<file path="src/rtl/mole_scheduler_if.sv">
// Handshake/bus bundle between the game controller and its neighbours.
//   start, click, hit_vec : inputs to the controller (right-click start pulse,
//                           left-click pulse, per-hole hit vector)
//   mole_active, score, misses, time_left, state, game_over : controller outputs
// Modport slave is used by mole_scheduler; modport master by the driver side.
interface mole_scheduler_if;
    logic        start;
    logic        click;
    logic [11:0] hit_vec;
    logic [11:0] mole_active;
    logic [15:0] score;
    logic [7:0]  misses;
    logic [7:0]  time_left;
    logic [1:0]  state;
    logic        game_over;

    modport slave (
        input  start, click, hit_vec,
        output mole_active, score, misses, time_left, state, game_over
    );

    modport master (
        output start, click, hit_vec,
        input  mole_active, score, misses, time_left, state, game_over
    );
endinterface

</file>
<file path="src/rtl/mole_scheduler.sv">
// Whack-a-mole game-play controller.
// Decides which of the 12 holes show a mole and for how long, scores clicks,
// runs the round timer and the IDLE/PLAY/OVER game state.
// Ports:
//   clk   : system clock, posedge
//   rst_n : asynchronous active-low reset
//   bus   : mole_scheduler_if.slave (start/click/hit_vec in; mole_active,
//           score, misses, time_left, state, game_over out, all registered)
module mole_scheduler #(
    parameter int unsigned TICK_DIV       = 25_000_000,
    parameter int unsigned GAME_TICKS     = 240,
    parameter int unsigned SPAWN_TICKS    = 4,
    parameter int unsigned LIFETIME_TICKS = 6,
    parameter int unsigned MAX_ACTIVE     = 3
) (
    input  logic             clk,
    input  logic             rst_n,
    mole_scheduler_if.slave  bus
);
    localparam int unsigned DIV_W = $clog2(TICK_DIV);
    localparam logic [DIV_W-1:0] DIV_LAST = DIV_W'(TICK_DIV - 1);

    typedef enum logic [1:0] {
        ST_IDLE = 2'd0,
        ST_PLAY = 2'd1,
        ST_OVER = 2'd2
    } state_t;

    function automatic logic [3:0] popcount12(input logic [11:0] v);
        logic [3:0] n;
        n = 4'd0;
        for (int i = 0; i < 12; i++) begin
            n = n + {3'd0, v[i]};
        end
        return n;
    endfunction

    function automatic logic [15:0] sat_add16(input logic [15:0] a, input logic [3:0] b);
        logic [16:0] s;
        s = {1'b0, a} + {13'd0, b};
        return s[16] ? 16'hFFFF : s[15:0];
    endfunction

    function automatic logic [7:0] sat_add8(input logic [7:0] a, input logic [3:0] b);
        logic [8:0] s;
        s = {1'b0, a} + {5'd0, b};
        return s[8] ? 8'hFF : s[7:0];
    endfunction

    state_t           state_r, state_nxt;
    logic [DIV_W-1:0] div_r, div_nxt;
    logic [3:0]       spawn_cnt_r, spawn_cnt_nxt;
    logic [3:0]       life_r [12];
    logic [3:0]       life_nxt [12];
    logic [11:0]      active_r, active_nxt;
    logic [15:0]      score_r, score_nxt;
    logic [7:0]       misses_r, misses_nxt;
    logic [7:0]       time_left_r, time_left_nxt;
    logic             game_over_r, game_over_nxt;
    logic [15:0]      lfsr_r;

    logic             tick_s;
    logic [11:0]      hit_s;
    logic [11:0]      expire_s;
    logic [3:0]       cand_s;
    logic [3:0]       spawn_idx_s;
    logic             spawn_free_s;

    assign tick_s = (div_r == DIV_LAST);

    // Spawn target: first hole free before this cycle, scanning up from the LFSR candidate with wrap.
    always_comb begin : spawn_scan
        logic [4:0] idx_v;
        idx_v        = 5'd0;
        cand_s       = (lfsr_r[3:0] >= 4'd12) ? (lfsr_r[3:0] - 4'd12) : lfsr_r[3:0];
        spawn_idx_s  = 4'd0;
        spawn_free_s = 1'b0;
        for (int j = 0; j < 12; j++) begin
            idx_v = {1'b0, cand_s} + 5'(j);
            if (idx_v >= 5'd12) begin
                idx_v = idx_v - 5'd12;
            end else begin
                idx_v = idx_v;
            end
            if (!spawn_free_s && !active_r[idx_v[3:0]]) begin
                spawn_free_s = 1'b1;
                spawn_idx_s  = idx_v[3:0];
            end else begin
                spawn_free_s = spawn_free_s;
            end
        end
    end

    // Game state, timer, divider, hits, expiries and spawns for the next cycle.
    always_comb begin
        state_nxt     = state_r;
        div_nxt       = div_r;
        spawn_cnt_nxt = spawn_cnt_r;
        life_nxt      = life_r;
        active_nxt    = active_r;
        score_nxt     = score_r;
        misses_nxt    = misses_r;
        time_left_nxt = time_left_r;
        hit_s         = 12'h000;
        expire_s      = 12'h000;
        unique case (state_r)
            ST_IDLE, ST_OVER: begin
                if (bus.start) begin
                    state_nxt     = ST_PLAY;
                    div_nxt       = '0;
                    spawn_cnt_nxt = 4'd0;
                    for (int i = 0; i < 12; i++) begin
                        life_nxt[i] = 4'd0;
                    end
                    active_nxt    = 12'h000;
                    score_nxt     = 16'd0;
                    misses_nxt    = 8'd0;
                    time_left_nxt = 8'(GAME_TICKS);
                end else begin
                    state_nxt = state_r;
                end
            end
            ST_PLAY: begin
                hit_s      = bus.click ? (bus.hit_vec & active_r) : 12'h000;
                score_nxt  = sat_add16(score_r, popcount12(hit_s));
                active_nxt = active_r & ~hit_s;
                if (tick_s) begin
                    div_nxt = '0;
                    // A hit on a hole wins over its expiry: hit holes skip the countdown.
                    for (int i = 0; i < 12; i++) begin
                        if (active_r[i] && !hit_s[i]) begin
                            life_nxt[i] = life_r[i] - 4'd1;
                            expire_s[i] = (life_r[i] == 4'd1);
                        end else begin
                            expire_s[i] = 1'b0;
                        end
                    end
                    active_nxt = active_nxt & ~expire_s;
                    misses_nxt = sat_add8(misses_r, popcount12(expire_s));
                    if (time_left_r == 8'd1) begin
                        state_nxt     = ST_OVER;
                        time_left_nxt = 8'd0;
                        active_nxt    = 12'h000;
                    end else begin
                        time_left_nxt = time_left_r - 8'd1;
                        if ((spawn_cnt_r + 4'd1) == 4'(SPAWN_TICKS)) begin
                            spawn_cnt_nxt = 4'd0;
                            if ((popcount12(active_r) < 4'(MAX_ACTIVE)) && spawn_free_s) begin
                                active_nxt[spawn_idx_s] = 1'b1;
                                life_nxt[spawn_idx_s]   = 4'(LIFETIME_TICKS);
                            end else begin
                                spawn_cnt_nxt = 4'd0;
                            end
                        end else begin
                            spawn_cnt_nxt = spawn_cnt_r + 4'd1;
                        end
                    end
                end else begin
                    div_nxt = div_r + DIV_W'(1);
                end
            end
            default: begin
                state_nxt = ST_IDLE;
            end
        endcase
        game_over_nxt = (state_nxt == ST_OVER);
    end

    // State and datapath registers.
    always_ff @(posedge clk or negedge rst_n) begin
        if (!rst_n) begin
            state_r     <= ST_IDLE;
            div_r       <= '0;
            spawn_cnt_r <= 4'd0;
            for (int i = 0; i < 12; i++) begin
                life_r[i] <= 4'd0;
            end
            active_r    <= 12'h000;
            score_r     <= 16'd0;
            misses_r    <= 8'd0;
            time_left_r <= 8'd0;
            game_over_r <= 1'b0;
        end else begin
            state_r     <= state_nxt;
            div_r       <= div_nxt;
            spawn_cnt_r <= spawn_cnt_nxt;
            life_r      <= life_nxt;
            active_r    <= active_nxt;
            score_r     <= score_nxt;
            misses_r    <= misses_nxt;
            time_left_r <= time_left_nxt;
            game_over_r <= game_over_nxt;
        end
    end

    // Free-running 16-bit Fibonacci LFSR (taps 16,14,13,11), steps in every state.
    always_ff @(posedge clk or negedge rst_n) begin
        if (!rst_n) begin
            lfsr_r <= 16'hACE1;
        end else begin
            lfsr_r <= {lfsr_r[0] ^ lfsr_r[2] ^ lfsr_r[3] ^ lfsr_r[5], lfsr_r[15:1]};
        end
    end

    assign bus.mole_active = active_r;
    assign bus.score       = score_r;
    assign bus.misses      = misses_r;
    assign bus.time_left   = time_left_r;
    assign bus.state       = state_r;
    assign bus.game_over   = game_over_r;
endmodule

</file>
<file path="src/flat_wrapper.sv">
// flat-port wrapper written by rule: the top's interface ports become plain ports
module mole_scheduler_flat 
#(
    parameter int unsigned TICK_DIV       = 25_000_000,
    parameter int unsigned GAME_TICKS     = 240,
    parameter int unsigned SPAWN_TICKS    = 4,
    parameter int unsigned LIFETIME_TICKS = 6,
    parameter int unsigned MAX_ACTIVE     = 3
)
  (clk, rst_n, bus_start, bus_click, bus_hit_vec, bus_mole_active, bus_score, bus_misses, bus_time_left, bus_state, bus_game_over);
  mole_scheduler_if bus_i ();
  input  logic clk;
  input  logic rst_n;
  input wire logic [$bits(bus_i.start)-1:0] bus_start;
  input wire logic [$bits(bus_i.click)-1:0] bus_click;
  input wire logic [$bits(bus_i.hit_vec)-1:0] bus_hit_vec;
  output wire logic [$bits(bus_i.mole_active)-1:0] bus_mole_active;
  output wire logic [$bits(bus_i.score)-1:0] bus_score;
  output wire logic [$bits(bus_i.misses)-1:0] bus_misses;
  output wire logic [$bits(bus_i.time_left)-1:0] bus_time_left;
  output wire logic [$bits(bus_i.state)-1:0] bus_state;
  output wire logic [$bits(bus_i.game_over)-1:0] bus_game_over;
  assign bus_i.start = bus_start;
  assign bus_i.click = bus_click;
  assign bus_i.hit_vec = bus_hit_vec;
  assign bus_mole_active = bus_i.mole_active;
  assign bus_score = bus_i.score;
  assign bus_misses = bus_i.misses;
  assign bus_time_left = bus_i.time_left;
  assign bus_state = bus_i.state;
  assign bus_game_over = bus_i.game_over;
  mole_scheduler #(.TICK_DIV(TICK_DIV), .GAME_TICKS(GAME_TICKS), .SPAWN_TICKS(SPAWN_TICKS), .LIFETIME_TICKS(LIFETIME_TICKS), .MAX_ACTIVE(MAX_ACTIVE)) u_core (.clk(clk), .rst_n(rst_n), .bus(bus_i));
endmodule
</file>
<file path="config.mk">
export PLATFORM = sky130hd
export DESIGN_NAME = mole_scheduler_flat
export DESIGN_NICKNAME = d
export VERILOG_FILES = /design/src/rtl/mole_scheduler_if.sv /design/src/rtl/mole_scheduler.sv /design/src/flat_wrapper.sv
export SDC_FILE = /design/constraint.sdc
export NUM_CORES = 1
export LEC_CHECK = 0
export ABC_AREA = 1
export CAP_MARGIN = 30
export CORE_UTILIZATION = 30
export DETAILED_ROUTE_END_ITERATION = 16
export HOLD_SLACK_MARGIN = 0.03
export PLACE_DENSITY = 0.5
export REMOVE_ABC_BUFFERS = 1
export SLEW_MARGIN = 10
export SYNTH_ARGS = -nofsm -noshare
export SYNTH_HDL_FRONTEND = slang
export SYNTH_SLANG_ARGS = --single-unit
</file>
<file path="constraint.sdc">
create_clock -name clk -period 6.57 [get_ports clk]
set_input_delay 1.314 -clock clk [delete_from_list [all_inputs] [get_ports clk]]
set_output_delay 1.314 -clock clk [all_outputs]
set_load 0.05 [all_outputs]
</file>
# Word level (Yosys, flattened, before mapping)
# Index checks and enable logic that the tools add are counted.
dict set report op_classes {
  bitwise_logic 13
  magnitude_cmp 30
  muxes 173
  n_reduce_logical 65
  n_eq_ne 21
  n_addsub 74
}
# cell count
set op_table {}
lappend op_table {{2-to-1 mux 4 bit} 66}
lappend op_table {{2-to-1 mux 48 bit} 5}
lappend op_table {{adder 4 x 1 -> 4 bit} 30}
lappend op_table {{case mux 48 bit (2 select lines)} 1}
lappend op_table {{2-to-1 mux 12 bit} 6}
lappend op_table {{< comparator 4 x 5 -> 1 bit, second input constant} 13}
lappend op_table {{2-to-1 mux 1 bit} 61}
lappend op_table {{greater-or-equal comparator 5 x 4 -> 1 bit, second input constant} 11}
lappend op_table {{subtractor 4 bit, second input constant} 13}
lappend op_table {{2-to-1 mux 25 bit} 2}
lappend op_table {{case mux 25 bit (2 select lines)} 1}
lappend op_table {{binary-select mux 1 bit (select 4 bit)} 12}
lappend op_table {{== test 4 x 1 -> 1 bit, second input constant} 12}
lappend op_table {{2-to-1 mux 8 bit} 6}
lappend op_table {{subtractor 4 x 1 -> 4 bit, second input constant} 12}
lappend op_table {{AND 12 bit} 3}
lappend op_table {{zero test 1 bit} 33}
lappend op_table {{2-to-1 mux 16 bit} 2}
lappend op_table {{case mux 16 bit (2 select lines)} 1}
lappend op_table {{case mux 8 bit (2 select lines)} 2}
lappend op_table {{logical AND 1 bit} 26}
lappend op_table {{adder 25 x 1 -> 25 bit, second input constant} 1}
lappend op_table {{== test 25 bit, second input constant} 1}
lappend op_table {{AND 24 bit} 1}
lappend op_table {{other kinds (38)} 55}
dict set report word_totals {
  input_bits 16
  elab_cells 397
  out_inout_bits 47
  register_bits 140
}

# Logic depth before layout (Yosys ltp)
# Gate-level depths: netlist of the first run.
dict set report depth {
  word_depth 52
  depth_mapped 33
  depth_no_buf 33
}

# Least setup slack after synthesis of the first run
# OpenSTA, ideal clock, no wires.
dict set report synth_path {
  kind {input to register}
  startpoint {input bus_click}
  endpoint {register u_core.score_r[14] (netlist: u_core.bus.score[14])}
  slack_ps 459
  cell_stages 22
  arrival_time_ps 5980
  required_time_ps 6439
  path_buffers 1
  setup_ps 131
  path_cell_list {clkbuf_1 -> nand3_1 -> fa_1 -> fa_1 -> fa_1 -> fa_1 -> fa_1 -> xnor2_1 -> ha_1 -> a21oi_1 -> nor2_1 -> nor2_1 -> nor3_1 -> nand3_1 -> nor3_1 -> inv_1 -> nor3_1 -> inv_1 -> nor2_1 -> nand3_1 -> o211ai_1 -> o21ai_0}
}
dict set report synth_between {
  elab_chain_cells 15
}
# element line_no
set synth_lines {}
lappend synth_lines {{from (decl)} flat_wrapper.sv:15} ;# input wire logic [$bits(bus_i.click)-1:0] bus_click;
lappend synth_lines {{2-to-1 mux 12 bit *} mole_scheduler.sv:124} ;# hit_s = bus.click ? (bus.hit_vec & active_r) : 12'h000;
lappend synth_lines {{adder 1 x 1 -> 2 bit} mole_scheduler.sv:33} ;# n = n + {3'd0, v[i]};
lappend synth_lines {{adder 4 x 1 -> 4 bit (9 in series)} mole_scheduler.sv:33}
lappend synth_lines {{adder 4 x 1 -> 4 bit *} mole_scheduler.sv:33}
lappend synth_lines {{adder 16 x 4 -> 17 bit *} mole_scheduler.sv:40} ;# s = {1'b0, a} + {13'd0, b};
lappend synth_lines {{2-to-1 mux 16 bit *} mole_scheduler.sv:41} ;# return s[16] ? 16'hFFFF : s[15:0];
lappend synth_lines {{case mux 16 bit (2 select lines) *} mole_scheduler.sv:106} ;# unique case (state_r)
lappend synth_lines {{to (signal assigned)} mole_scheduler.sv:189} ;# score_r <= score_nxt;
lappend synth_lines {{to (decl)} mole_scheduler.sv:56} ;# logic [15:0] score_r, score_nxt;
# Mark *: on every way between the ends. The rest lies on a longest branch, timed or not.
# A chain may end at the register's enable or synchronous reset.

# Final worst setup path of the first run
dict set report layout_path {
  startpoint {input bus_hit_vec[2]}
  endpoint {register u_core.score_r[15] (netlist: u_core.bus.score[15])}
}
dict set report layout_between {
  elab_chain_cells 15
}
# element line_no
set layout_lines {}
lappend layout_lines {{from (decl)} flat_wrapper.sv:16} ;# input wire logic [$bits(bus_i.hit_vec)-1:0] bus_hit_vec;
lappend layout_lines {{AND 12 bit} mole_scheduler.sv:124}
lappend layout_lines {{2-to-1 mux 12 bit} mole_scheduler.sv:124}
lappend layout_lines {{adder 4 x 1 -> 4 bit (10 in series)} mole_scheduler.sv:33}
lappend layout_lines {{adder 16 x 4 -> 17 bit} mole_scheduler.sv:40}
lappend layout_lines {{2-to-1 mux 16 bit} mole_scheduler.sv:41}
lappend layout_lines {{case mux 16 bit (2 select lines)} mole_scheduler.sv:106}
# No other way between the ends.

==> impl_metrics.prom, run 1 <==
# TYPE chip_impl_metric gauge
chip_impl_metric{name="num_io_pins",unit=""} 63
chip_impl_metric{name="dr_total_vias",unit=""} 10400
chip_impl_metric{name="reg2reg_depth",unit=""} 27
chip_impl_metric{name="die_height",unit="um"} 194
chip_impl_metric{name="clk_transition_reported_paths",unit="ns"} 0.07
chip_impl_metric{name="antenna_violating_nets_post_route",unit=""} 0
chip_impl_metric{name="cts.sink_count",unit=""} 140
chip_impl_metric{name="num_rows",unit=""} 70
chip_impl_metric{name="avgSynthCellArea",unit="um^2"} 7.12
chip_impl_metric{name="first_iter_violations",unit=""} 576
chip_impl_metric{name="cts-htree-levels",unit=""} 4
chip_impl_metric{name="setup_slack",unit="ns"} 0.282
chip_impl_metric{name="place_worst_setup_slack",unit="ns"} -0.350
chip_impl_metric{name="final_layout_size_suffix_gt1_frac",unit=""} 0.0993
chip_impl_info{name="critPathKind",value="in -> reg"} 1
chip_impl_metric{name="cts_hold_buf",unit=""} 0
chip_impl_info{name="worst_setup_path_start_kind",value="input port"} 1
chip_impl_metric{name="grt_pass1_vias",unit=""} 9960
chip_impl_info{name="type_of_the_most_critical_hold_path",value="reg -> reg"} 1
chip_impl_metric{name="postSynthCellCount",unit=""} 1558
chip_impl_metric{name="timing.fmax",unit="MHz"} 159
chip_impl_metric{name="worstSkewPairLatency",unit="ns"} 0.45
chip_impl_info{name="timing.rr.end",value="u_core.bus.score[15]"} 1
chip_impl_metric{name="hpwl",unit="um"} 23800
chip_impl_metric{name="cts_made_buffers",unit=""} 17
chip_impl_metric{name="die_area",unit="mm^2"} 0.0377
chip_impl_metric{name="r2r_setup_slack",unit="ns"} 0.80
chip_impl_metric{name="drt-vias-per-instance",unit=""} 4.86
chip_impl_metric{name="final.period_utilization",unit=""} 0.957
chip_impl_metric{name="maximum_number_of_pins_on_one_net_before_global_route_repair",unit=""} 88
chip_impl_info{name="outcome",value="complete, no violations"} 1
chip_impl_metric{name="die_width",unit="um"} 194
chip_impl_metric{name="io_buffer_count",unit=""} 62
chip_impl_metric{name="finalPower",unit="W"} 0.00275
chip_impl_metric{name="wl_per_cell",unit="um"} 15.3
chip_impl_metric{name="setup_viol",unit=""} 0
chip_impl_metric{name="num-nets-final",unit=""} 1752
chip_impl_info{name="clock_tree.root_cell",value="clkbuf_16"} 1
chip_impl_metric{name="clock_tree.buffer_depth",unit=""} 2
chip_impl_metric{name="leakage",unit="nW"} 6.44
chip_impl_info{name="worst_hold_endpoint",value="u_core.lfsr_r[3]"} 1
chip_impl_metric{name="power.ir.vdd_worst",unit="uV"} 167
chip_impl_metric{name="skew",unit="ns"} 0.0138
chip_impl_metric{name="hold_viol_final",unit=""} 0
chip_impl_info{name="leading_cell_type_in_the_layout_fill_and_taps_excluded",value="nand2_1"} 1
chip_impl_metric{name="dpl.cell_count",unit=""} 2094
chip_impl_info{name="synth_ff_type",value="dfrtp_1"} 1
chip_impl_metric{name="synth.yosys.warnings",unit=""} 0
chip_impl_metric{name="synth.distinct_cells",unit=""} 49
chip_impl_metric{name="grt_pass1_wl",unit="um"} 53100
chip_impl_metric{name="start_util",unit=""} 0.304
chip_impl_metric{name="drt_wl_total",unit="um"} 32500
chip_impl_info{name="regToRegStartpoint",value="u_core.bus.mole_active[0]"} 1
chip_impl_metric{name="holdPathStages",unit=""} 0
chip_impl_metric{name="core_region_area",unit="mm^2"} 0.0365
chip_impl_info{name="cts_tree",value="built"} 1
chip_impl_metric{name="drt_first_pass_iters",unit=""} 5
chip_impl_metric{name="antenna-diode-count",unit=""} 0
chip_impl_metric{name="slew_headroom",unit=""} 0.392
chip_impl_metric{name="gp_routability_congestion",unit=""} 0.874
chip_impl_metric{name="number_of_enable_type_register_cells_in_the_synthesized_netlist",unit=""} 0
chip_impl_metric{name="final_slew_violations",unit=""} 0
chip_impl_info{name="critical_path.endpoint_type",value="flip-flop"} 1
chip_impl_metric{name="data_required_time_of_the_critical_path",unit="ns"} 6.95
chip_impl_metric{name="tightestPinTransition",unit="ns"} 0.912
chip_impl_metric{name="worstPathArrival",unit="ns"} 6.66
chip_impl_metric{name="syn2layout_area_growth",unit="%"} 18.5
chip_impl_metric{name="fin_worst_hold_slack",unit="ns"} 0.347
chip_impl_metric{name="synth_async_sr_flop_share",unit=""} 1.00
chip_impl_metric{name="layout_min_cycle_time",unit="ns"} 6.29
chip_impl_metric{name="overflow",unit=""} 0
chip_impl_metric{name="n_fill_cell",unit=""} 3888
chip_impl_metric{name="post_layout_nonfiller_instances",unit=""} 2130
chip_impl_metric{name="worst-path-max-fanout",unit=""} 4
chip_impl_info{name="holdCritStartpoint",value="u_core.lfsr_r[4]"} 1
chip_impl_metric{name="mappedNetlistArea",unit="mm^2"} 0.0111
chip_impl_metric{name="powerDensity",unit="mW/mm^2"} 209
chip_impl_metric{name="antenna_found_initial",unit=""} 0
chip_impl_metric{name="drv.max_cap_violation_count",unit=""} 0
chip_impl_metric{name="synth-seq-cells",unit=""} 140
chip_impl_info{name="layout_common_cells",value="452 x nand2_1, 207 x inv_1, 132 x dfrtp_1, 122 x nand3_1, 101 x nor2_1"} 1
chip_impl_metric{name="post_synthesis_sequential_area_ratio",unit=""} 0.317
chip_impl_metric{name="grt.total_usage",unit=""} 0.177
chip_impl_info{name="unrepaired_setup_endpoints_after_global_routing",value="false"} 1
chip_impl_metric{name="drc_errors",unit=""} 0
[power breakdown]
group          switching, W  internal, W  total, W
Combinational      0.000481     0.000283  0.000764
Clock              0.000417     0.000531  0.000948
Sequential        0.0000989     0.000942   0.00104
Total              0.000997      0.00176   0.00275
[worst max path at each step]
stage | from | end | slack [ns] | cells after the start
after CTS | bus_click | u_core.bus.score[15] | 0.12 | 28
after floorplan | bus_click | u_core.bus.score[14] | 0.52 | 24
after global placement | bus_click | u_core.bus.score[13] | -0.31 | 27
after global routing | bus_hit_vec[8] | u_core.bus.score[15] | 0.02 | 27
after detailed placement | bus_click | u_core.bus.score[15] | -0.35 | 28
final | bus_hit_vec[2] | u_core.bus.score[15] | 0.28 | 25
[cell type report]
type	instances	area, um^2	share of cell area
Clock buffer	19	443	0.0337
Timing Repair Buffer	109	1000	0.0763
Sequential cell	140	3510	0.267
Clock inverter	13	118	0.00895
Multi-Input combinational cell	1163	6660	0.507
Inverter	218	818	0.0623
Tap cell	468	586	0.0446
[flip-flops by register name (all words and copies together) (netlist names)]
name / count
u_core.bus.time_left: 8
u_core.div_r: 25
u_core.spawn_cnt_r: 4
u_core.bus.game_over: 1
u_core.bus.score: 16
u_core.bus.mole_active: 12
u_core.lfsr_r: 16
u_core.bus.state: 2
u_core.life_r: 48
u_core.bus.misses: 8
[routing by layer]
| metal | track usage | share of wire | vias up |
|---|---|---|---|
| met5 | 0 | 0 | - |
| met4 | 0.0520 | 0.014 | 0 |
| met3 | 0.0242 | 0.031 | 30 |
| met2 | 0.289 | 0.46 | 152 |
| met1 | 0.243 | 0.49 | 4941 |
| li1 | - | - | 5228 |
[critical path, cell delays in order]
cell and delay, ns:
clkdlybuf4s50_1 0.55, nand3_1 0.15, fa_1 0.59, fa_1 0.47, fa_1 0.51, fa_2 0.42, fa_2 0.41, xnor2_2 0.14
ha_1 0.36, a21oi_2 0.07, inv_1 0.07, a31oi_2 0.04, nor2_1 0.15, o21ai_2 0.09, nor3_2 0.17, inv_1 0.08
nor2_2 0.14, inv_2 0.07, nor3_4 0.21, inv_2 0.06, nor2_4 0.14, inv_2 0.06, o31ai_2 0.23, nand3_1 0.09
o21ai_1 0.08
[synth_stat cells (all sizes together) (5+ instances only)]
library cell | instances | area share
nor3 | 28 | 0.013
nor4 | 13 | 0.0073
xnor2 | 7 | 0.0055
nor2 | 120 | 0.048
fa | 23 | 0.042
o22ai | 21 | 0.012
o211ai | 7 | 0.0047
buf | 13 | 0.0082
dfstp | 8 | 0.019
dfrtp | 132 | 0.30
xor2 | 57 | 0.045
nand2 | 467 | 0.16
clkbuf | 24 | 0.0081
nand3 | 131 | 0.064
inv | 218 | 0.074
o21ai | 109 | 0.050
a21oi | 36 | 0.016
ha | 64 | 0.072
or2 | 5 | 0.0028
a31oi | 14 | 0.0079
nand4 | 38 | 0.025
[logic make-up after synthesis]
| logic type | count (synthesis) | share of synthesized area |
|---|---|---|
| and+or+nand+nor | 808 | 0.326 |
| buffers and inverters | 255 | 0.0902 |
| AOI/OAI and AO/OA | 204 | 0.103 |
| DFF | 140 | 0.317 |
| adders and majority gates | 87 | 0.114 |
| xor gates and xnor gates | 64 | 0.0506 |
[repair_timing]
action | in CTS | in global routing
buffers inserted | 0 | 3
resized for setup | 0 | 29
endpoints found under the setup margin | 0 | 17
[metrics by stage]
| step | setup TNS, ns | util | area, um^2 |
|---|---|---|---|
| final | 0 | 0.360 | 13100 |
| after global routing | 0 | 0.360 | 13100 |
| after floorplan | 0 | - | 10900 |
| after detailed placement | -5.12 | 0.341 | 12400 |
| after global placement | -4.03 | 0.341 | 12400 |
| after CTS | 0 | 0.356 | 13000 |
Note: power is estimated with default switching activity, not from simulation.
==> run 2: changes to the inputs <==
--- a/config.mk
+++ b/config.mk
@@ -10,6 +10,7 @@
 export CORE_UTILIZATION = 30
 export DETAILED_ROUTE_END_ITERATION = 16
 export HOLD_SLACK_MARGIN = 0.03
+export MAX_ROUTING_LAYER = met4
 export PLACE_DENSITY = 0.5
 export REMOVE_ABC_BUFFERS = 1
 export SLEW_MARGIN = 10
==> impl_metrics.prom, run 2 (same netlist as run 1, synthesis figures left out) <==
# TYPE chip_impl_metric gauge
chip_impl_metric{name="timing.fmax",unit="MHz"} 159
chip_impl_info{name="worstSetupEndpoint",value="u_core.bus.score[15]"} 1
chip_impl_info{name="worst_setup_path_start_kind",value="input port"} 1
chip_impl_metric{name="cts-htree-levels",unit=""} 4
chip_impl_metric{name="clk_transition_reported_paths",unit="ns"} 0.07
chip_impl_info{name="cts_tree",value="built"} 1
chip_impl_metric{name="core_region_area",unit="mm^2"} 0.0365
chip_impl_info{name="layer_with_the_highest_usage",value="met2"} 1
chip_impl_metric{name="layout_min_cycle_time",unit="ns"} 6.27
chip_impl_metric{name="gr-usage-met2",unit=""} 0.290
chip_impl_metric{name="skew",unit="ns"} 0.0126
chip_impl_info{name="max_flop_register",value="u_core.life_r"} 1
chip_impl_metric{name="setup_viol",unit=""} 0
chip_impl_metric{name="data_required_time_of_the_critical_path",unit="ns"} 6.93
chip_impl_metric{name="overflow",unit=""} 0
chip_impl_metric{name="reg2reg_depth",unit=""} 27
chip_impl_metric{name="cts_hold_buf",unit=""} 0
chip_impl_metric{name="antenna-diode-count",unit=""} 0
chip_impl_info{name="clock_tree.root_cell",value="clkbuf_16"} 1
chip_impl_metric{name="first_iter_violations",unit=""} 505
chip_impl_metric{name="drc_errors",unit=""} 0
chip_impl_metric{name="num_rows",unit=""} 70
chip_impl_metric{name="final_slew_violations",unit=""} 0
chip_impl_metric{name="slew_headroom",unit=""} 0.374
chip_impl_metric{name="maximum_number_of_pins_on_one_net_before_global_route_repair",unit=""} 79
chip_impl_metric{name="r2r_setup_slack",unit="ns"} 0.96
chip_impl_info{name="startpoint",value="bus_hit_vec[1]"} 1
chip_impl_metric{name="gp_routability_congestion",unit=""} 0.905
chip_impl_metric{name="final.period_utilization",unit=""} 0.955
chip_impl_info{name="leading_cell_type_in_the_layout_fill_and_taps_excluded",value="nand2_1"} 1
chip_impl_metric{name="number_of_flip_flops_in_the_largest_register",unit=""} 48
chip_impl_metric{name="worstPathArrival",unit="ns"} 6.64
chip_impl_metric{name="drt-vias-per-instance",unit=""} 4.81
chip_impl_metric{name="cts_made_buffers",unit=""} 17
chip_impl_metric{name="place_worst_setup_slack",unit="ns"} -0.349
chip_impl_metric{name="syn2layout_area_growth",unit="%"} 18.6
chip_impl_metric{name="finalPower",unit="W"} 0.00285
chip_impl_metric{name="grt_pass1_vias",unit=""} 9885
chip_impl_metric{name="fin_setup_tns",unit="ns"} 0
chip_impl_metric{name="cts.sink_count",unit=""} 140
chip_impl_metric{name="die_area",unit="mm^2"} 0.0377
chip_impl_metric{name="gr-usage-met1",unit=""} 0.242
chip_impl_metric{name="wl_per_cell",unit="um"} 15.3
chip_impl_metric{name="antenna_found_initial",unit=""} 0
chip_impl_metric{name="dpl.cell_count",unit=""} 2097
chip_impl_info{name="type_of_the_most_critical_hold_path",value="reg -> reg"} 1
chip_impl_metric{name="dr_total_vias",unit=""} 10200
chip_impl_metric{name="setup_slack",unit="ns"} 0.296
chip_impl_metric{name="layout.core_utilization",unit=""} 0.360
chip_impl_metric{name="clock_tree.buffer_depth",unit=""} 2
chip_impl_metric{name="post_layout_nonfiller_instances",unit=""} 2131
chip_impl_metric{name="power.ir.vdd_worst",unit="uV"} 171
chip_impl_info{name="layout_common_cells",value="453 x nand2_1, 210 x inv_1, 132 x dfrtp_1, 122 x nand3_1, 103 x nor2_1"} 1
chip_impl_info{name="outcome",value="complete, no violations"} 1
chip_impl_metric{name="num-nets-final",unit=""} 1753
chip_impl_info{name="regToRegStartpoint",value="u_core.bus.mole_active[0]"} 1
chip_impl_metric{name="hold_viol_final",unit=""} 0
chip_impl_metric{name="worstSkewPairLatency",unit="ns"} 0.44
chip_impl_metric{name="powerDensity",unit="mW/mm^2"} 217
chip_impl_metric{name="num_io_pins",unit=""} 63
chip_impl_metric{name="worst-path-max-fanout",unit=""} 4
chip_impl_metric{name="antenna_violating_nets_post_route",unit=""} 0
chip_impl_info{name="critical_path.endpoint_type",value="flip-flop"} 1
chip_impl_metric{name="drt_first_pass_iters",unit=""} 5
chip_impl_metric{name="die_height",unit="um"} 194
chip_impl_metric{name="grt_use_met3",unit=""} 0.0226
chip_impl_metric{name="tightestPinTransition",unit="ns"} 0.935
chip_impl_metric{name="start_util",unit=""} 0.304
chip_impl_metric{name="final_layout_size_suffix_gt1_frac",unit=""} 0.0914
chip_impl_metric{name="drv.max_cap_violation_count",unit=""} 0
chip_impl_info{name="critPathKind",value="in -> reg"} 1
chip_impl_metric{name="hpwl",unit="um"} 23700
chip_impl_info{name="reg.largest.list",value="u_core.life_r (48), u_core.div_r (25)"} 1
chip_impl_info{name="timing.rr.end",value="u_core.bus.score[15]"} 1
chip_impl_metric{name="grt_pass1_wl",unit="um"} 53000
chip_impl_metric{name="io_buffer_count",unit=""} 62
chip_impl_metric{name="drt_wl_total",unit="um"} 32500
chip_impl_metric{name="die_width",unit="um"} 194
chip_impl_metric{name="leakage",unit="nW"} 6.43
chip_impl_metric{name="grt.total_usage",unit=""} 0.182
==> run 2: critical path: stages <==
cell	delay, ns
clkdlybuf4s50_1	0.45
nand2_1	0.07
nor2_2	0.13
ha_1	0.24
inv_2	0.08
fa_1	0.44
fa_1	0.48
fa_1	0.51
fa_2	0.36
fa_1	0.38
xnor2_1	0.14
ha_1	0.34
a21oi_1	0.08
inv_1	0.05
a31oi_1	0.04
nor2_1	0.10
o21ai_1	0.09
nor3_1	0.20
inv_1	0.09
nor2_2	0.10
inv_1	0.07
nor3_2	0.24
inv_1	0.10
nor2_4	0.11
inv_1	0.06
o31ai_1	0.19
nand3_1	0.09
o21ai_0	0.08
==> run 2: how the worst min path moves through the flow <==
stage / start / end / depth (start not counted)
after floorplan: u_core.lfsr_r[4] / u_core.lfsr_r[3] / 0
after global placement: u_core.lfsr_r[4] / u_core.lfsr_r[3] / 0
after detailed placement: u_core.lfsr_r[9] / u_core.lfsr_r[8] / 0
after CTS: u_core.lfsr_r[7] / u_core.lfsr_r[6] / 0
after global routing: u_core.lfsr_r[11] / u_core.lfsr_r[10] / 0
final: u_core.lfsr_r[7] / u_core.lfsr_r[6] / 0
==> run 2: cell type report <==
| cell class | count | area, um^2 |
|---|---|---|
| Fill cell | 3792 | 23400 |
| Multi-Input combinational cell | 1163 | 6620 |
| Sequential cell | 140 | 3510 |
| Timing Repair Buffer | 110 | 985 |
| Inverter | 218 | 818 |
| Tap cell | 468 | 586 |
| Clock buffer | 21 | 460 |
| Clock inverter | 11 | 169 |
==> run 2: report_power, final <==
part	switching, W	internal, W	total (W)
logic	0.000474	0.000280	0.000754
registers	0.0000971	0.000942	0.00104
clock network	0.000405	0.000655	0.00106
==> run 2: per-stage QoR <==
step / hold WS (ns) / instance area (um^2)
6_report: 0.354 / 13100
5_1_grt: 0.363 / 13100
4_1_cts: 0.356 / 13100
3_5_place_dp: 0.340 / 12500
3_3_place_gp: 0.334 / 12500
2_1_floorplan: 0.331 / 10900
==> run 2: metal layers <==
metal  share of wire  wire length, um
met3           0.026              850
met5               0                0
met1            0.49            16100
met2            0.46            15100
met4           0.015              488
==> run 2: repair_timing <==
item / CTS / global route
buffers inserted: 0 / 2
resized for setup: 0 / 12
endpoints found under the setup margin: 0 / 20
endpoints found under the hold margin: 0 / 0
==> run 3: changes to the inputs <==
==> constraint.sdc (replaced) <==
create_clock -name clk -period 5.9 [get_ports clk]
set_input_delay 1.18 -clock clk [delete_from_list [all_inputs] [get_ports clk]]
set_output_delay 1.18 -clock clk [all_outputs]
set_load 0.05 [all_outputs]
==> impl_metrics.prom, run 3 (same netlist as run 1, synthesis figures left out) <==
# TYPE chip_impl_metric gauge
chip_impl_metric{name="clock_tree.buffer_depth",unit=""} 2
chip_impl_metric{name="antenna_found_initial",unit=""} 0
chip_impl_info{name="reg.largest.list",value="u_core.life_r (48), u_core.div_r (25)"} 1
chip_impl_info{name="layout_common_cells",value="450 x nand2_1, 210 x inv_1, 132 x dfrtp_1, 121 x nand3_1, 96 x nor2_1"} 1
chip_impl_metric{name="dr_total_vias",unit=""} 10500
chip_impl_metric{name="number_of_flip_flops_in_the_largest_register",unit=""} 48
chip_impl_metric{name="cts_made_buffers",unit=""} 17
chip_impl_metric{name="start_util",unit=""} 0.304
chip_impl_info{name="critPathKind",value="in -> reg"} 1
chip_impl_metric{name="antenna-diode-count",unit=""} 0
chip_impl_metric{name="hpwl",unit="um"} 24200
chip_impl_info{name="type_of_the_most_critical_hold_path",value="reg -> reg"} 1
chip_impl_metric{name="drt_wl_total",unit="um"} 33000
chip_impl_metric{name="grt_pass1_vias",unit=""} 10200
chip_impl_metric{name="setup_slack",unit="ns"} 0.242
chip_impl_metric{name="slew_headroom",unit=""} 0.430
chip_impl_metric{name="maximum_number_of_pins_on_one_net_before_global_route_repair",unit=""} 74
chip_impl_metric{name="r2r_setup_slack",unit="ns"} 0.64
chip_impl_metric{name="post-route-cell-area",unit="mm^2"} 0.0134
chip_impl_metric{name="final_layout_size_suffix_gt1_frac",unit=""} 0.118
chip_impl_metric{name="num_rows",unit=""} 70
chip_impl_metric{name="drv.max_cap_violation_count",unit=""} 0
chip_impl_metric{name="drt-vias-per-instance",unit=""} 4.87
chip_impl_info{name="critical_path.slowest_cell",value="fa_1"} 1
chip_impl_metric{name="grt.total_usage",unit=""} 0.185
chip_impl_metric{name="final_slew_violations",unit=""} 0
chip_impl_metric{name="antenna_violating_nets_post_route",unit=""} 0
chip_impl_info{name="clock_tree.root_cell",value="clkbuf_16"} 1
chip_impl_metric{name="n_fill_cell",unit=""} 3859
chip_impl_metric{name="setup_viol",unit=""} 0
chip_impl_metric{name="core_region_area",unit="mm^2"} 0.0365
chip_impl_metric{name="die_area",unit="mm^2"} 0.0377
chip_impl_info{name="worst_setup_path_start_kind",value="input port"} 1
chip_impl_info{name="crit_path_frequent_cell",value="inv_1"} 1
chip_impl_info{name="critical_path.endpoint_type",value="flip-flop"} 1
chip_impl_metric{name="first_iter_violations",unit=""} 621
chip_impl_metric{name="worstSkewPairLatency",unit="ns"} 0.44
chip_impl_metric{name="final.period_utilization",unit=""} 0.959
chip_impl_metric{name="drt_first_pass_iters",unit=""} 5
chip_impl_metric{name="num-nets-final",unit=""} 1774
chip_impl_info{name="max_flop_register",value="u_core.life_r"} 1
chip_impl_metric{name="cts-htree-levels",unit=""} 4
chip_impl_metric{name="layout_min_cycle_time",unit="ns"} 5.66
chip_impl_metric{name="tightestPinTransition",unit="ns"} 0.854
chip_impl_info{name="unrepaired_setup_endpoints_after_global_routing",value="true"} 1
chip_impl_metric{name="cts_hold_buf",unit=""} 0
chip_impl_metric{name="dpl-instance-area",unit="mm^2"} 0.0126
chip_impl_metric{name="data_required_time_of_the_critical_path",unit="ns"} 6.21
chip_impl_metric{name="overflow",unit=""} 0
chip_impl_metric{name="wl_per_cell",unit="um"} 15.4
chip_impl_info{name="outcome",value="complete, no violations"} 1
chip_impl_metric{name="cts.sink_count",unit=""} 140
chip_impl_metric{name="leakage",unit="nW"} 6.56
chip_impl_metric{name="hold_viol_final",unit=""} 0
chip_impl_metric{name="worst-path-max-fanout",unit=""} 4
chip_impl_info{name="cts_tree",value="built"} 1
chip_impl_metric{name="worstPathArrival",unit="ns"} 5.97
chip_impl_metric{name="power.ir.vdd_worst",unit="uV"} 201
chip_impl_metric{name="grt_pass1_wl",unit="um"} 54100
chip_impl_metric{name="place_worst_setup_slack",unit="ns"} -0.928
chip_impl_metric{name="clk_transition_reported_paths",unit="ns"} 0.06
chip_impl_metric{name="num_io_pins",unit=""} 63
chip_impl_metric{name="worst_path_largest_cell_delay",unit="ns"} 0.59
chip_impl_metric{name="drc_errors",unit=""} 0
chip_impl_info{name="leading_cell_type_in_the_layout_fill_and_taps_excluded",value="nand2_1"} 1
chip_impl_metric{name="powerDensity",unit="mW/mm^2"} 235
chip_impl_metric{name="die_width",unit="um"} 194
chip_impl_metric{name="io_buffer_count",unit=""} 62
chip_impl_metric{name="skew",unit="ns"} 0.0130
chip_impl_metric{name="gp_routability_congestion",unit=""} 0.894
chip_impl_metric{name="syn2layout_area_growth",unit="%"} 20.7
chip_impl_metric{name="die_height",unit="um"} 194
chip_impl_metric{name="timing.fmax",unit="MHz"} 177
==> run 3: changes by cell type in the layout (fill, tap and decap cells not counted), sizes merged, moves of 3 or more <==
| cell | change |
|---|---|
| buf | +24 |
| inv | +3 |
| dlygate4sd2 | +4 |
| clkdlybuf4s50 | -7 |
| clkinv | +3 |
==> run 3: final timing paths <==
path | to | start | cells after the start
worst max-delay path | u_core.bus.score[15] | bus_hit_vec[8] | 28
worst min-delay path | u_core.lfsr_r[8] | u_core.lfsr_r[9] | 0
worst max register to register | u_core.bus.score[15] | u_core.bus.mole_active[0] | 28
worst min register to register | u_core.lfsr_r[8] | u_core.lfsr_r[9] | 0
max in group asynchronous | u_core.bus.score[4] | rst_n | 2
min in group asynchronous | u_core.life_r[42] | rst_n | 1
==> run 3: final cells by class <==
cell class                 instances  area (um^2)  share of cell area
multi-input combinational       1163         6730               0.503
sequential                       140         3510               0.263
timing repair buffer             131         1140              0.0852
inverter                         218          818              0.0612
tap                              468          586              0.0438
clock buffer                      19          453              0.0338
clock inverter                    13          139              0.0104
==> run 3: worst max-delay path, delay by kind of cell <==
kind                       cells  cell delay [ns]
and+or+nand+nor                9             0.89
AOI/OAI and AO/OA              4             0.25
buffers and inverters          8             0.86
xor gates and xnor gates       1             0.17
adders and majority gates      6             2.63
==> run 3: metal layers <==
metal / global-route usage / vias up / part of all wire
li1: - / 5269 / -
met1: 0.246 / 5045 / 0.49
met2: 0.302 / 142 / 0.47
met3: 0.0191 / 27 / 0.024
met4: 0.0470 / 0 / 0.014
met5: - / - / 0
==> run 3: repair_timing <==
item / 4_1_cts / 5_1_grt
buffers inserted: 7 / 1
hold endpoints to repair: 0 / 0
endpoints found under the setup margin: 22 / 24
gates resized for setup: 47 / 13
pin swaps: 22 / 14
==> run 3: per-stage QoR <==
step                power, W  hold WS [ns]  instances   util  setup TNS [ns]
global placement     0.00203         0.333       2112  0.344          -16.88
floorplan            0.00172         0.331       1521      -         -0.0184
global route         0.00333         0.357       2152  0.366          -0.433
detailed placement   0.00204         0.337       2112  0.344          -18.70
CTS                  0.00318         0.351       2151  0.365         -0.0663
finish               0.00314         0.348       2152  0.366               0
==> run 3: power by group <==
part | internal (W) | switching [W]
combinational | 0.000339 | 0.000547
sequential | 0.00105 | 0.000105
clock | 0.000647 | 0.000456
total | 0.00204 | 0.00111
